--- src/rtl/csr_pkg.sv ---
// Shared definitions for the machine-mode CSR and trap unit: CSR addresses,
// interrupt cause codes, the CSR operation encoding and bit positions.
package csr_pkg;

    // CSR addresses implemented by the unit
    localparam logic [11:0] CSR_MSTATUS  = 12'h300;
    localparam logic [11:0] CSR_MIE      = 12'h304;
    localparam logic [11:0] CSR_MTVEC    = 12'h305;
    localparam logic [11:0] CSR_MSCRATCH = 12'h340;
    localparam logic [11:0] CSR_MEPC     = 12'h341;
    localparam logic [11:0] CSR_MCAUSE   = 12'h342;
    localparam logic [11:0] CSR_MIP      = 12'h344;
    localparam logic [11:0] CSR_MCYCLE   = 12'hB00;
    localparam logic [11:0] CSR_MCYCLEH  = 12'hB80;

    // Interrupt cause codes (the interrupt flag bit is added separately)
    localparam logic [4:0] CAUSE_MTI       = 5'd7;
    localparam logic [4:0] CAUSE_MEI       = 5'd11;
    localparam logic [4:0] CAUSE_PLAT_BASE = 5'd16;

    // mstatus bit positions
    localparam int MSTATUS_MIE_BIT  = 3;
    localparam int MSTATUS_MPIE_BIT = 7;
    localparam int MSTATUS_MPP_LSB  = 11;

    // mip / mie bit positions
    localparam int MIP_MTIP_BIT = 7;
    localparam int MIP_MEIP_BIT = 11;
    localparam int MIP_PLAT_LSB = 16;

    // CSR access kinds as presented on csr_op
    typedef enum logic [1:0] {
        CSR_OP_NONE  = 2'd0,
        CSR_OP_WRITE = 2'd1,
        CSR_OP_SET   = 2'd2,
        CSR_OP_CLEAR = 2'd3
    } csr_op_e;

    // Combine the current CSR view with the operand according to the access kind
    function automatic logic [31:0] csr_apply(input csr_op_e op,
                                              input logic [31:0] old_val,
                                              input logic [31:0] operand);
        logic [31:0] result;
        result = old_val;
        case (op)
            CSR_OP_WRITE: result = operand;
            CSR_OP_SET:   result = old_val | operand;
            CSR_OP_CLEAR: result = old_val & ~operand;
            default:      result = old_val;
        endcase
        return result;
    endfunction

endpackage

--- src/rtl/csr_trap_unit_irq_arbiter.sv ---
// Fixed-priority interrupt selector: MEI first, then MTI, then platform lines
// with the lowest index winning.
module csr_irq_arbiter
    import csr_pkg::*;
#(
    parameter int NUM_PLAT_IRQ = 4
) (
    // bit 0 = MTI, bit 1 = MEI, bits 2.. = platform lines 0..NUM_PLAT_IRQ-1
    input  logic [NUM_PLAT_IRQ+1:0] pending,
    output logic                    valid,
    output logic [4:0]              code
);

    // Pick the highest-priority pending source; the platform loop runs from the top index down so the lowest index is the last assignment and therefore wins
    always_comb begin
        valid = 1'b0;
        code  = 5'd0;
        if (pending[1]) begin
            valid = 1'b1;
            code  = CAUSE_MEI;
        end else if (pending[0]) begin
            valid = 1'b1;
            code  = CAUSE_MTI;
        end else begin
            for (int i = NUM_PLAT_IRQ - 1; i >= 0; i--) begin
                if (pending[2+i]) begin
                    valid = 1'b1;
                    code  = CAUSE_PLAT_BASE + 5'(i);
                end
            end
        end
    end

endmodule

--- src/rtl/csr_trap_unit.sv ---
// Machine-mode CSR file with interrupt trap entry and mret handling.
// Reads are combinational; writes, trap entry and mret update state at the
// next clock edge. Trap entry and mret take precedence over CSR writes to mstatus.
module csr_trap_unit
    import csr_pkg::*;
#(
    parameter int NUM_PLAT_IRQ = 4,
    parameter bit VECTORED_EN  = 1'b1,
    parameter bit HAS_MCYCLE   = 1'b1
) (
    input  logic                    clk,
    input  logic                    reset_n,
    input  logic [1:0]              csr_op,
    input  logic [11:0]             csr_addr,
    input  logic [31:0]             csr_wdata,
    output logic [31:0]             csr_rdata,
    output logic                    csr_illegal,
    input  logic [31:0]             pc,
    input  logic                    is_mret,
    input  logic                    trap_ready,
    input  logic                    mtip,
    input  logic                    meip,
    input  logic [NUM_PLAT_IRQ-1:0] plat_irq,
    output logic                    redirect,
    output logic [31:0]             redirect_pc,
    output logic                    trap_taken
);

    localparam logic [31:0] PLAT_MASK  = ((32'h1 << NUM_PLAT_IRQ) - 32'h1) << MIP_PLAT_LSB;
    localparam logic [31:0] MIE_MASK   = 32'h0000_0880 | PLAT_MASK;
    localparam logic [31:0] MTVEC_MASK = VECTORED_EN ? 32'hFFFF_FFFD : 32'hFFFF_FFFC;
    localparam logic [31:0] MEPC_MASK  = 32'hFFFF_FFFC;

    // Architectural state
    logic                    mstatus_mie_q, mstatus_mie_d;
    logic                    mstatus_mpie_q, mstatus_mpie_d;
    logic [31:0]             mie_q, mie_d;
    logic [31:0]             mtvec_q, mtvec_d;
    logic [31:0]             mscratch_q, mscratch_d;
    logic [31:0]             mepc_q, mepc_d;
    logic [31:0]             mcause_q, mcause_d;
    logic [63:0]             mcycle_q, mcycle_d;
    logic                    mtip_q, mtip_d;
    logic                    meip_q, meip_d;
    logic [NUM_PLAT_IRQ-1:0] plat_q, plat_d;

    // Decoded access and derived views
    csr_op_e                 op;
    logic                    wr_en;
    logic [31:0]             wr_val;
    logic [31:0]             csr_read;
    logic                    csr_hit;
    logic [31:0]             mstatus_val;
    logic [31:0]             mip_val;
    logic [NUM_PLAT_IRQ+1:0] irq_req;
    logic                    irq_valid;
    logic [4:0]              irq_code;
    logic                    trap_fire;
    logic                    mret_fire;
    logic [31:0]             trap_target;

    // Decode the CSR access; set/clear with a zero operand is treated as no write so counters keep running
    always_comb begin
        op    = csr_op_e'(csr_op);
        wr_en = (op == CSR_OP_WRITE) ||
                (((op == CSR_OP_SET) || (op == CSR_OP_CLEAR)) && (csr_wdata != 32'd0));
    end

    // Assemble the software-visible mstatus and mip words from their stored fields
    always_comb begin
        mstatus_val = 32'd0;
        mstatus_val[MSTATUS_MPP_LSB +: 2] = 2'b11;
        mstatus_val[MSTATUS_MIE_BIT]      = mstatus_mie_q;
        mstatus_val[MSTATUS_MPIE_BIT]     = mstatus_mpie_q;
        mip_val = 32'd0;
        mip_val[MIP_MTIP_BIT] = mtip_q;
        mip_val[MIP_MEIP_BIT] = meip_q;
        mip_val[MIP_PLAT_LSB +: NUM_PLAT_IRQ] = plat_q;
    end

    // Combinational read mux; unimplemented addresses read 0 and are flagged as misses
    always_comb begin
        csr_read = 32'd0;
        csr_hit  = 1'b1;
        case (csr_addr)
            CSR_MSTATUS:  csr_read = mstatus_val;
            CSR_MIE:      csr_read = mie_q;
            CSR_MTVEC:    csr_read = mtvec_q;
            CSR_MSCRATCH: csr_read = mscratch_q;
            CSR_MEPC:     csr_read = mepc_q;
            CSR_MCAUSE:   csr_read = mcause_q;
            CSR_MIP:      csr_read = mip_val;
            CSR_MCYCLE:   csr_read = mcycle_q[31:0];
            CSR_MCYCLEH:  csr_read = mcycle_q[63:32];
            default:      csr_hit  = 1'b0;
        endcase
        wr_val = csr_apply(op, csr_read, csr_wdata);
    end

    // Enabled interrupt requests, all gated by the global MIE bit
    always_comb begin
        irq_req = {plat_q & mie_q[MIP_PLAT_LSB +: NUM_PLAT_IRQ],
                   meip_q & mie_q[MIP_MEIP_BIT],
                   mtip_q & mie_q[MIP_MTIP_BIT]} & {(NUM_PLAT_IRQ+2){mstatus_mie_q}};
    end

    csr_irq_arbiter #(
        .NUM_PLAT_IRQ(NUM_PLAT_IRQ)
    ) u_irq_arbiter (
        .pending(irq_req),
        .valid  (irq_valid),
        .code   (irq_code)
    );

    // Redirect decisions; mret beats a pending interrupt, and outputs are held quiet while reset is asserted
    always_comb begin
        mret_fire   = is_mret && trap_ready;
        trap_fire   = irq_valid && trap_ready && !is_mret;
        trap_target = mtvec_q & 32'hFFFF_FFFC;
        if (VECTORED_EN && mtvec_q[0]) begin
            trap_target = trap_target + {25'd0, irq_code, 2'b00};
        end
        trap_taken  = reset_n && trap_fire;
        redirect    = reset_n && (trap_fire || mret_fire);
        redirect_pc = 32'd0;
        if (reset_n && trap_fire) begin
            redirect_pc = trap_target;
        end else if (reset_n && mret_fire) begin
            redirect_pc = mepc_q;
        end
        csr_rdata   = csr_read;
        csr_illegal = reset_n && (op != CSR_OP_NONE) && !csr_hit;
    end

    // Next-state: CSR writes first, then trap entry or mret overrides the trap-owned fields
    always_comb begin
        mstatus_mie_d  = mstatus_mie_q;
        mstatus_mpie_d = mstatus_mpie_q;
        mie_d          = mie_q;
        mtvec_d        = mtvec_q;
        mscratch_d     = mscratch_q;
        mepc_d         = mepc_q;
        mcause_d       = mcause_q;
        mtip_d         = mtip;
        meip_d         = meip;
        plat_d         = plat_irq;
        mcycle_d       = mcycle_q + 64'd1;

        if (wr_en) begin
            case (csr_addr)
                CSR_MSTATUS: begin
                    mstatus_mie_d  = wr_val[MSTATUS_MIE_BIT];
                    mstatus_mpie_d = wr_val[MSTATUS_MPIE_BIT];
                end
                CSR_MIE:      mie_d      = wr_val & MIE_MASK;
                CSR_MTVEC:    mtvec_d    = wr_val & MTVEC_MASK;
                CSR_MSCRATCH: mscratch_d = wr_val;
                CSR_MEPC:     mepc_d     = wr_val & MEPC_MASK;
                CSR_MCAUSE:   mcause_d   = wr_val;
                CSR_MCYCLE:   mcycle_d   = {mcycle_q[63:32], wr_val};
                CSR_MCYCLEH:  mcycle_d   = {wr_val, mcycle_q[31:0]};
                default:      ;
            endcase
        end

        if (trap_fire) begin
            mepc_d         = pc & MEPC_MASK;
            mcause_d       = {1'b1, 26'd0, irq_code};
            mstatus_mpie_d = mstatus_mie_q;
            mstatus_mie_d  = 1'b0;
        end else if (mret_fire) begin
            mstatus_mie_d  = mstatus_mpie_q;
            mstatus_mpie_d = 1'b1;
        end

        if (!HAS_MCYCLE) begin
            mcycle_d = 64'd0;
        end
    end

    // State register with asynchronous active-low reset
    always_ff @(posedge clk or negedge reset_n) begin
        if (!reset_n) begin
            mstatus_mie_q  <= 1'b0;
            mstatus_mpie_q <= 1'b0;
            mie_q          <= 32'd0;
            mtvec_q        <= 32'd0;
            mscratch_q     <= 32'd0;
            mepc_q         <= 32'd0;
            mcause_q       <= 32'd0;
            mcycle_q       <= 64'd0;
            mtip_q         <= 1'b0;
            meip_q         <= 1'b0;
            plat_q         <= '0;
        end else begin
            mstatus_mie_q  <= mstatus_mie_d;
            mstatus_mpie_q <= mstatus_mpie_d;
            mie_q          <= mie_d;
            mtvec_q        <= mtvec_d;
            mscratch_q     <= mscratch_d;
            mepc_q         <= mepc_d;
            mcause_q       <= mcause_d;
            mcycle_q       <= mcycle_d;
            mtip_q         <= mtip_d;
            meip_q         <= meip_d;
            plat_q         <= plat_d;
        end
    end

endmodule
--- config.mk ---
export PLATFORM = sky130hd
export DESIGN_NAME = csr_trap_unit
export DESIGN_NICKNAME = d
export VERILOG_FILES = /design/src/rtl/csr_pkg.sv /design/src/rtl/csr_trap_unit_irq_arbiter.sv /design/src/rtl/csr_trap_unit.sv
export SDC_FILE = /design/constraint.sdc
export NUM_CORES = 1
export LEC_CHECK = 0
export CAP_MARGIN = 20
export CELL_PAD_IN_SITES_DETAIL_PLACEMENT = 1
export CELL_PAD_IN_SITES_GLOBAL_PLACEMENT = 2
export CORE_ASPECT_RATIO = 0.5
export CORE_UTILIZATION = 31
export DETAILED_ROUTE_END_ITERATION = 12
export GPL_ROUTABILITY_DRIVEN = 0
export PLACE_DENSITY_LB_ADDON = 0.05
export SKIP_CTS_REPAIR_TIMING = 1
export SYNTH_ARGS = -nofsm -noshare
export SYNTH_HDL_FRONTEND = slang
export SYNTH_SLANG_ARGS = --single-unit
--- constraint.sdc ---
create_clock -name clk -period 3.7 [get_ports clk]
set_input_delay 1.11 -clock clk [delete_from_list [all_inputs] [get_ports clk]]
set_output_delay 1.11 -clock clk [all_outputs]
set_load 0.02 [all_outputs]
==> results.md, run 1 <==
* Die extent in x at about 290 um
* Number of antenna violations at the first check in global routing at 0
* FF-to-FF Start: mcycle_q[23]
* Detailed Route Iter0 Violations at about 1600
* # rows at between 50 and 60
* # diodes at 0
* Pin count of the biggest net entering global routing at 72
* Synthesized area at about 13000 um2
* Top cells by instance count after synthesis: nand2_1, dfrtp_1, o21ai_0, a21oi_1, nor2_1
* Worst-path clk slew at 0.06 ns
* Grt ovf at 0
* RSZ-0062 raised after global routing: yes
* Number of CTS-inserted buffers at 23
* Req. time, crit path at 2.59 ns
* PwrDens at ~270 nW/um2
* Register-to-Register Path Depth at 8
* Crit start category: flop
* Number of port buffers at 150
* CP max FO at 4
* Mean Syn Cell Area at ~8.4 um2
* Tcrit/Tclk final at 119%
* Number of global-route vias before repair at roughly 15000
* Count of clock tree sinks at 203
* Fillers at 4705
* Met3 WL post-DR at between 6000 and 7000 um
* Nets at around 2200
* WHS at 0.450 ns
* Status: complete, but fails checks
* Initial Util at between 30% and 40%
* Setup ws final at -0.698 ns
* Yosys cell types at 84
* DR WL/cell at around 27 um
* Largest area contributor in the netlist: dfrtp_1
* ANT nets after route at 0
* Synth area leaders: dfrtp_1, nand2_1, o21ai_0
* Leakage power at 9.13 nW
* Final wirelength at roughly 73000 um
* Pre-CTS WS at -1.19 ns
* Achievable Freq at about 230 MHz
* Failing checks: negative setup slack
* Final min period at 4.40 ns
* Clk root buf: clkbuf_16
* Number of synthesized flops with an enable pin at 0
* Max_cap viols at 0
* Flop and latch count out of synthesis at around 200
* Die Span Y at approximately 150 um
* Critical Path End Type: output pin
* Hold WC Path Type: in2async
* Critical path class: reg2out
* Final Hold Fails at 0
* CTS max path bufs at 3
* Yosys Warn Count at 0
* Post-synth top flop: dfrtp_1
* Metal2 WL at about 30000 um
* Worst-Skew Late Latency at approximately 0.56 ns
* Least-Margin Pin Slew at ~1 ns
* Critical path arrival at roughly 3.3 ns
* First-pass GRT wire length at roughly 100000 um
* Top-count cell post-synth: nand2_1
* TritonRoute pass-1 iters at 5
* H-tree Lvls at 1
* CTS tree: built
* Final setup viols at 61
* Dpl hpwl at about 55000 um
* Post-synth top area share at ~39%
* Relative slew slack at about a third
* Layout area overhead at 58.7%
* Sequential-to-total area share from yosys stat at 38.5%
* Residual DRC at 0
* Share of cells above drive strength 1 at roughly 37%
* M1 WL at about 35000 um
* Vias per inst at 5.77
* Tot GR Track Use at about a third
* VDD IR max at ~0.28 mV
* Top sig layer: met4
* Die area at ~43000 um2
* I/O pin cnt at around 160
* Max-slew violation count at 0
* Max Clock Skew at about 0.016 ns
* Asr flop ratio synth at 100%
* Vias at between 15000 and 20000
* Setup crit start: plat_q[0]
* Post-synthesis instance total at 1564
* Core area at slightly above 40000 um2
* Total power at 0.00570 W
==> metrics by stage <==
step / area [um2] / setup TNS, ns / std cells / utilization [%]
after floorplan: 13400 / -0.679 / 1565 / -
after global placement: 18400 / -93.81 / 2555 / 44.6
after detailed placement: 18400 / -102.69 / 2555 / 44.6
after CTS: 19100 / -73.04 / 2595 / 46.3
after global routing: 20900 / -27.16 / 2684 / 50.8
final: 20900 / -23.52 / 2684 / 50.8
==> state kept, by name, indices dropped and copies added, names as in the netlist, 4 cells and up <==
name	flops
mcycle_q	64
mcause_q	32
mscratch_q	32
mtvec_q	31
mepc_q	30
mie_q	6
plat_q	4
==> layout by cell type, fill, tap and decap left out, drive strengths merged, types with 35 or more instances in the layout <==
cell / Yosys / layout
and3: 39 / 39
mux2i: 70 / 70
o21ai: 166 / 166
nor2: 79 / 79
xnor2: 44 / 44
nor3: 35 / 35
xor2: 37 / 37
nand2: 265 / 265
clkbuf: 71 / 42
dfrtp: 203 / 203
clkdlybuf4s50: 0 / 71
a21oi: 99 / 99
nand3: 65 / 65
buf: 39 / 537
==> final timing paths <==
check | end | slack (ns)
max in group asynchronous | mcycle_q[24] | 1.07
min in group clk | mscratch_q[23] | 0.49
setup reg to reg | mcycle_q[50] | 0.75
setup / recovery | redirect_pc[12] | -0.70
hold / removal | mstatus_mie_q | 0.45
hold reg to reg | mscratch_q[23] | 0.49
==> cell families (layout without fill, tap and decap cells) <==
group                    count (synthesis)  in the layout  share of synthesized area, %
XOR/XNOR                                81             81                          5.38
other                                    1              2                        0.0284
multiplexers                            87             87                          6.80
AND/OR/NAND/NOR                        598            598                          22.4
buffers and inverters                  129            681                          4.22
AO/OA/AOI/OAI                          458            458                          21.9
adder cells (fa/ha/maj)                  7              7                         0.721
flip-flops                             203            203                          38.5
==> power by group <==
group	internal (W)	total, W	switching, W
Sequential	0.00229	0.00239	0.000102
Combinational	0.000456	0.00102	0.000563
Clock	0.00124	0.00229	0.00106
==> cell type report <==
class / count / area (um2) / area share (%)
flip-flops and latches: 203 / 5080 / 24.3
well taps: 567 / 709 / 3.39
multi-input cells: 1233 / 8650 / 41.4
inverters: 19 / 73.8 / 0.353
clock inverters: 7 / 56.3 / 0.269
repair buffers: 622 / 5690 / 27.2
clock buffers: 33 / 653 / 3.12
==> critical path, stage by stage, from the launching register on <==
cell,delay [ns]
dfrtp_1,0.44
nand2_1,0.17
a31o_4,0.28
ha_4,0.17
fa_2,0.40
a21oi_2,0.18
nor2_2,0.08
o31ai_4,0.29
buf_6,0.17
nor2_1,0.06
xnor2_1,0.15
o21ai_1,0.16
buf_4,0.17
==> routing by layer <==
metal / vias to the layer above / track usage (%)
li1: 6795 / -
met3: 110 / 6.04
met1: 7977 / 50.1
met2: 610 / 44.0
met4: 0 / 4.64
met5: - / 0
Power figures use the tool's default switching activity.
==> inputs of run 2 (changes only) <==
- CORE_UTILIZATION: 31 -> 30
- SKIP_LAST_GASP: default -> 1
==> run 2 against run 1 <==
The flow still finishes with violations (negative setup slack). Combinational power decreased by 8%. Utilization decreased by 3.6 points. Cell count decreased by 1.8%. Critical path type unchanged. Die area increased by 3.3%. Global-route usage decreased by 0.82 points. Non-clock buffer count decreased by 59. Clock skew increased by 0.013 ns. Hold slack got worse by 0.11 ns. Critical endpoint unchanged. Worst setup slack got worse by 0.12 ns.
==> results.md, run 2 (synthesized netlist as in run 1, its figures left out) <==
* Commonest non-fill, non-tap cells in the layout: buf_4, nand2_1, dfrtp_1
* Comb pwr share at 15.9% (-2.0 points)
* Dpl hpwl at 55000 um (+0.80%)
* CP max FO at 4 (unchanged)
* Die Span Y at 150 um (+1.6%)
* I/O pin cnt at 155 (unchanged)
* Hold WC Path Type: in2async
* Vias at 15217 (-1.8%)
* Status: complete, but fails checks
* Pin count of the biggest net entering global routing at 111 (+54%)
* Worst-path clk slew at 0.07 ns (about the same)
* Placed Instance Area at 18100 um2 (-1.6%)
* Die extent in x at 298 um (+1.6%)
* Least-Margin Pin Slew at 1.30 ns (+0.306 ns)
* Detailed Route Iter0 Violations at 1391 (-11%)
* Final TNS setup at -26.10 ns (-2.58 ns)
* Failing checks: negative setup slack
* Core area at 42600 um2 (+3.5%)
* Commonest non-fill, non-tap cell in the layout: buf_4
* Critical Path End Type: output pin
* Count of clock tree sinks at 203 (unchanged)
* Sequential share of power at 40.5% (-1.4 points)
* # rows at 53 (+1.9%)
* Vias per inst at 5.77 (about the same)
* Final setup viols at 61 (unchanged)
* WHS at 0.338 ns (-0.112 ns)
* Final Hold Fails at 0 (unchanged)
* Setup crit end: redirect_pc[12]
* Number of CTS-inserted buffers at 23 (unchanged)
* Internal power at 0.00419 W (+5.4%)
* Final wirelength at 72000 um (-1.0%)
* Number of antenna violations at the first check in global routing at 5 (+5)
* Max_cap viols at 0 (unchanged)
* Nets at 2138 (-2.7%)
* Req. time, crit path at 2.59 ns (about the same)
* Grt ovf at 0 (unchanged)
* Largest register by flop count: mcycle_q
* Setup ws final at -0.822 ns (-0.124 ns)
* Initial Util at 30.9% (-1.1 points)
* H-tree Lvls at 1 (unchanged)
* Crit path largest cell delay at 0.44 ns (about the same)
* FF-to-FF Start: mcycle_q[23]
* Worst-Skew Late Latency at 0.57 ns (about the same)
* # diodes at 0 (unchanged)
* Sw Share at 29.0% (-1.3 points)
* Finished Core Util at 47.1% (-3.6 points)
* Total power at 0.00590 W (+3.5%)
* Die area at 44800 um2 (+3.3%)
* Residual DRC at 0 (unchanged)
* Worst r2r dst: mcycle_q[50]
* Setup crit start: plat_q[2]
* Critical path arrival at 3.41 ns (+0.12 ns)
* Leakage power at 8.76 nW (-4.1%)
* Max-slew violation count at 0 (unchanged)
* Layout area overhead at 52.5%
* Crit start category: flop
* Tcrit/Tclk final at 122% (+3.3 points)
* Share of cells above drive strength 1 at 33.9% (-3.4 points)
* CTS max path bufs at 3 (unchanged)
* R2R Setup Slk at 0.81 ns (+0.06 ns)
* Max Clock Skew at 0.0288 ns (+0.0128 ns)
* VDD IR max at 0.318 mV (+12%)
* First-pass GRT wire length at 101000 um (-0.16%)
* Critical path class: reg2out
* TritonRoute pass-1 iters at 5 (unchanged)
* Achievable Freq at 221 MHz (-2.7%)
* Largest register FFs at 64 (unchanged)
* Register-to-Register Path Depth at 8 (unchanged)
* Net switching power at 0.00171 W (-0.79%)
* Clock power frac at 43.6% (+3.4 points)
* Relative slew slack at 12.9% (-21 points)
* Worst path top cell family by delay: compound AO/OA/AOI/OAI gates
* CTS tree: built
* Final min period at 4.52 ns (+0.124 ns)
* Number of global-route vias before repair at 14807 (-1.4%)
* DR WL/cell at 27.3 um (+0.77%)
* Layout Cell Area excl Fill at 20100 um2 (-3.9%)
* Crit path cell chain: nand2_2, nand3_2, nand2_2, a31o_4, ha_4, fa_2, a21oi_2, nor2_2, o31ai_2, buf_4, buf_6, nor2_4, xnor2_2, o21ai_1, buf_4
* Bufs and invs on worst path at 3 (+1)
* Tot GR Track Use at 30.7% (-0.82 points)
* WP depth at 15 (+3)
* PwrDens at 294 nW/um2 (+7.7%)
* CP max-delay cell: dfrtp_1
* Number of port buffers at 150 (unchanged)
* Clk root buf: clkbuf_16
* Regs by FF count: mcycle_q: 64 flops, mcause_q: 32 flops, mscratch_q: 32 flops
* ANT nets after route at 0 (unchanged)
* RSZ-0062 raised after global routing: yes
-- run 2: cell count changes in the layout (fill, tap and decap cells not counted), sizes merged --
cell / before / now
buf: 537 / 480
clkbuf: 42 / 36
inv: 20 / 21
bufinv: 0 / 4
-- run 2: metrics by stage --
stage	instances	setup slack (ns)
after global routing	2636	-0.931
after global placement	2537	-1.24
after CTS	2578	-1.49
final	2636	-0.822
after floorplan	1565	-0.122
after detailed placement	2537	-1.23
-- run 2: metal layers --
metal	GRT usage, %	share of wire (%)	wire length, um
met5	0	0	0
met3	5.32	8.1	5820
met1	47.8	49	35200
met4	5.38	1.9	1380
met2	43.9	41	29600
-- run 2: layout make-up --
type / instances / area, um2
Multi-Input combinational cell: 1233 / 8380
Timing Repair Buffer: 563 / 5040
Sequential cell: 203 / 5080
Clock inverter: 12 / 188
Fill cell: 4901 / 22500
Clock buffer: 29 / 628
Tap cell: 577 / 722
Inverter: 19 / 71.3
-- run 2: worst min-delay path by stage --
stage                              start              to  slack [ns]  cells past startpoint
final                            reset_n       plat_q[3]        0.34                      1
after global routing             reset_n          mtip_q        0.32                      1
after CTS                        reset_n       plat_q[3]        0.33                      1
after detailed placement   mscratch_q[0]   mscratch_q[0]        0.47                      2
after global placement     mscratch_q[7]   mscratch_q[7]        0.46                      2
after floorplan           mscratch_q[12]  mscratch_q[12]        0.44                      2
-- run 2: worst reg2reg max path, cell delays in order (launching register included) --
cell	delay [ns]
dfrtp_1	0.43
nand4_1	0.15
nor3_1	0.58
nand4_1	0.50
a211oi_4	0.49
buf_4	0.19
nand3_1	0.06
nor3b_1	0.14
a221oi_1	0.24
-- run 2: power by group through the flow --
stage | Sequential (W) | Combinational, W | Clock [W]
6_report | 0.00239 | 0.000938 | 0.00257
5_1_grt | 0.00240 | 0.000982 | 0.00269
3_5_place_dp | 0.00242 | 0.000859 | 0
2_1_floorplan | 0.00238 | 0.000313 | 0
4_1_cts | 0.00238 | 0.000865 | 0.00261
3_3_place_gp | 0.00242 | 0.000843 | 0
==> inputs of run 3 (changes only) <==
--- a/config.mk
+++ b/config.mk
@@ -12,2 +12,3 @@
 export CORE_UTILIZATION = 30
+export CTS_BUF_LIST = sky130_fd_sc_hd__clkbuf_8
 export DETAILED_ROUTE_END_ITERATION = 12
--- a/constraint.sdc
+++ b/constraint.sdc
@@ -3,2 +3,2 @@
 set_output_delay 1.11 -clock clk [all_outputs]
-set_load 0.02 [all_outputs]
+set_load 0.01 [all_outputs]
==> run 3 against run 2 <==
The flow still finishes with violations (negative setup slack). Sequential power about the same. Register-to-register slack improved by 0.19 ns. Largest cell class unchanged. Non-clock buffer count increased by 35. Clock skew decreased by 0.0087 ns. Design area increased by 0.34%. Worst setup slack improved by 0.20 ns. Utilization increased by 0.16 points. Die area unchanged. Wire length decreased by 0.62%. Global-route usage decreased by 0.10 points. Critical path type unchanged. First-iteration DRC count decreased by 4.8%. Power decreased by 6.4%.
==> results.md, run 3 (synthesized netlist as in run 1, its figures left out) <==
* Status: complete, but fails checks
* Failing checks: negative setup slack
* Vias at 15252 (+0.23%)
* Regs by FF count: mcycle_q: 64 flops, mcause_q: 32 flops, mscratch_q: 32 flops
* RSZ-0062 raised after global routing: yes
* Layout area overhead at 53.0%
* VDD IR max at 0.144 mV (-55%)
* Crit start category: flop
* Total power at 0.00552 W (-6.4%)
* Max_cap viols at 0 (unchanged)
* Req. time, crit path at 2.59 ns (about the same)
* Nets at 2186 (+2.2%)
* H-tree Lvls at 2 (+1)
* I/O pin cnt at 155 (unchanged)
* WHS at 0.331 ns (-0.00668 ns)
* Hold WC Path Type: in2async
* Grt ovf at 0 (unchanged)
* Achievable Freq at 231 MHz (+4.7%)
* Die extent in x at 298 um (unchanged)
* CTS tree: built
* Tot GR Track Use at 30.6% (-0.10 points)
* Fillers at 4905 (+0.082%)
* Relative slew slack at 40.8% (+28 points)
* Dpl hpwl at 54600 um (-0.70%)
* Critical Path End Type: output pin
* Count of clock tree sinks at 203 (unchanged)
* Clock power frac at 39.5% (-4.1 points)
* Commonest non-fill, non-tap cells in the layout: buf_4, nand2_1, dfrtp_1
* Setup ws final at -0.621 ns (+0.201 ns)
* CP max FO at 4 (unchanged)
* Largest register by flop count: mcycle_q
* CP max-delay cell: dfrtp_1
* PwrDens at 274 nW/um2 (-6.8%)
* Die area at 44800 um2 (unchanged)
* Critical path arrival at 3.21 ns (-0.20 ns)
* Die Span Y at 150 um (unchanged)
* Critical path class: reg2out
* Final setup viols at 62 (+1.6%)
* Sw Share at 31.3% (+2.3 points)
* Crit path largest cell delay at 0.44 ns (about the same)
* Net switching power at 0.00173 W (+1.1%)
* Leakage power at 8.96 nW (+2.4%)
* Crit path cell chain: nand2_1, a31o_4, ha_4, fa_2, a21oi_2, nor2_2, o31ai_2, buf_4, buf_6, nor2_4, xnor2_1, o21ai_1, buf_2
* TritonRoute pass-1 iters at 6 (+1)
* CTS max path bufs at 3 (unchanged)
* Worst-path clk slew at 0.07 ns (about the same)
* R2R Setup Slk at 1.00 ns (+0.19 ns)
* Share of cells above drive strength 1 at 35.3% (+1.4 points)
* Least-Margin Pin Slew at 0.887 ns (-0.416 ns)
* Number of CTS-inserted buffers at 36 (+57%)
* Final Hold Fails at 0 (unchanged)
* Register-to-Register Path Depth at 8 (unchanged)
* Finished Core Util at 47.3% (+0.16 points)
* Commonest non-fill, non-tap cell in the layout: buf_4
* Detailed Route Iter0 Violations at 1324 (-4.8%)
* FF-to-FF Start: mcycle_q[23]
* ANT nets after route at 0 (unchanged)
* Internal power at 0.00379 W (-9.5%)
* DR WL/cell at 26.5 um (-2.8%)
* Worst path top cell family by delay: compound AO/OA/AOI/OAI gates
* Max-slew violation count at 0 (unchanged)
* Vias per inst at 5.66 (-2.0%)
* Largest register FFs at 64 (unchanged)
* Initial Util at 30.9% (unchanged)
* Residual DRC at 0 (unchanged)
* First-pass GRT wire length at 100000 um (-0.98%)
* Bufs and invs on worst path at 3 (unchanged)
* Number of global-route vias before repair at 14912 (+0.71%)
* Final wirelength at 71500 um (-0.62%)
* Max Clock Skew at 0.0201 ns (-0.00875 ns)
* Worst-Skew Late Latency at 0.58 ns (about the same)
* # rows at 53 (unchanged)
* Worst r2r dst: mcycle_q[50]
* Final min period at 4.32 ns (-0.201 ns)
* Pin count of the biggest net entering global routing at 137 (+23%)
* Number of port buffers at 150 (unchanged)
* Comb pwr share at 17.2% (+1.3 points)
* Area of the multi-input gates at 8390 um2 (+0.13%)
* Sequential share of power at 43.3% (+2.8 points)
* Number of antenna violations at the first check in global routing at 1 (-4)
* Core area at 42600 um2 (unchanged)
* Register area at 5080 um2 (about the same)
* Tcrit/Tclk final at 117% (-5.4 points)
* Clk root buf: clkbuf_8
run 3: cell count changes in the layout (fill, tap and decap cells not counted), moves of 9 or more:
cell / delta
buf_4: +9
inv_1: +14
buf_2: +27
o21ai_1: +10
clkbuf_8: +38
buf_6: -12
clkbuf_16: -23
run 3: power groups by stage:
stage	clock (W)	combinational (W)	sequential [W]
floorplan	0	0.000306	0.00238
global placement	0	0.000861	0.00242
detailed placement	0	0.000876	0.00242
CTS	0.00222	0.000880	0.00238
global route	0.00231	0.000999	0.00240
finish	0.00218	0.000950	0.00239
run 3: worst max path at each step:
| stage | slack, ns | cells after the start | start | endpoint |
|---|---|---|---|---|
| 2_1_floorplan | -0.04 | 7 | csr_addr[11] | csr_rdata[18] |
| 3_3_place_gp | -1.25 | 9 | csr_addr[0] | csr_rdata[7] |
| 3_5_place_dp | -1.21 | 10 | csr_addr[0] | csr_rdata[7] |
| 4_1_cts | -1.50 | 13 | plat_q[2] | redirect_pc[30] |
| 5_1_grt | -0.78 | 13 | plat_q[0] | redirect_pc[12] |
| 6_report | -0.62 | 13 | plat_q[0] | redirect_pc[12] |
run 3: cell type report:
type	count	share of cell area, %
antenna	2	0.0248
clock buffer	41	2.80
clock inverter	22	0.608
inverter	19	0.354
multi-input combinational	1233	41.6
sequential	203	25.2
tap	577	3.58
timing repair buffer	598	25.9
run 3: per-layer routing:
layer  track usage (%)  routed length [um]  up-vias
met3              9.97                6900       74
met4              6.41                1170        0
met1              45.6               34300     7826
met2              42.2               29200      568
li1                  -                   -     6784
met5                 0                   0        -
run 3: per-stage QoR:
| step | cells | setup slack, ns | TNS [ns] | area (um2) |
|---|---|---|---|---|
| final | 2695 | -0.621 | -23.38 | 20200 |
| after detailed placement | 2552 | -1.21 | -102.98 | 18200 |
| after CTS | 2615 | -1.50 | -73.87 | 18900 |
| after global routing | 2693 | -0.775 | -28.42 | 20200 |
| after floorplan | 1565 | -0.0352 | -0.0723 | 13300 |
| after global placement | 2552 | -1.25 | -94.90 | 18200 |
run 3: worst register-to-register path, cell delays in order, from the launching register on:
cell and delay, ns:
dfrtp_1 0.43, nand4_1 0.15, nor3_1 0.52, nand4_1 0.44, a211oi_4 0.42, buf_4 0.18, nand3_1 0.08, nor3b_1 0.16
a221oi_1 0.22
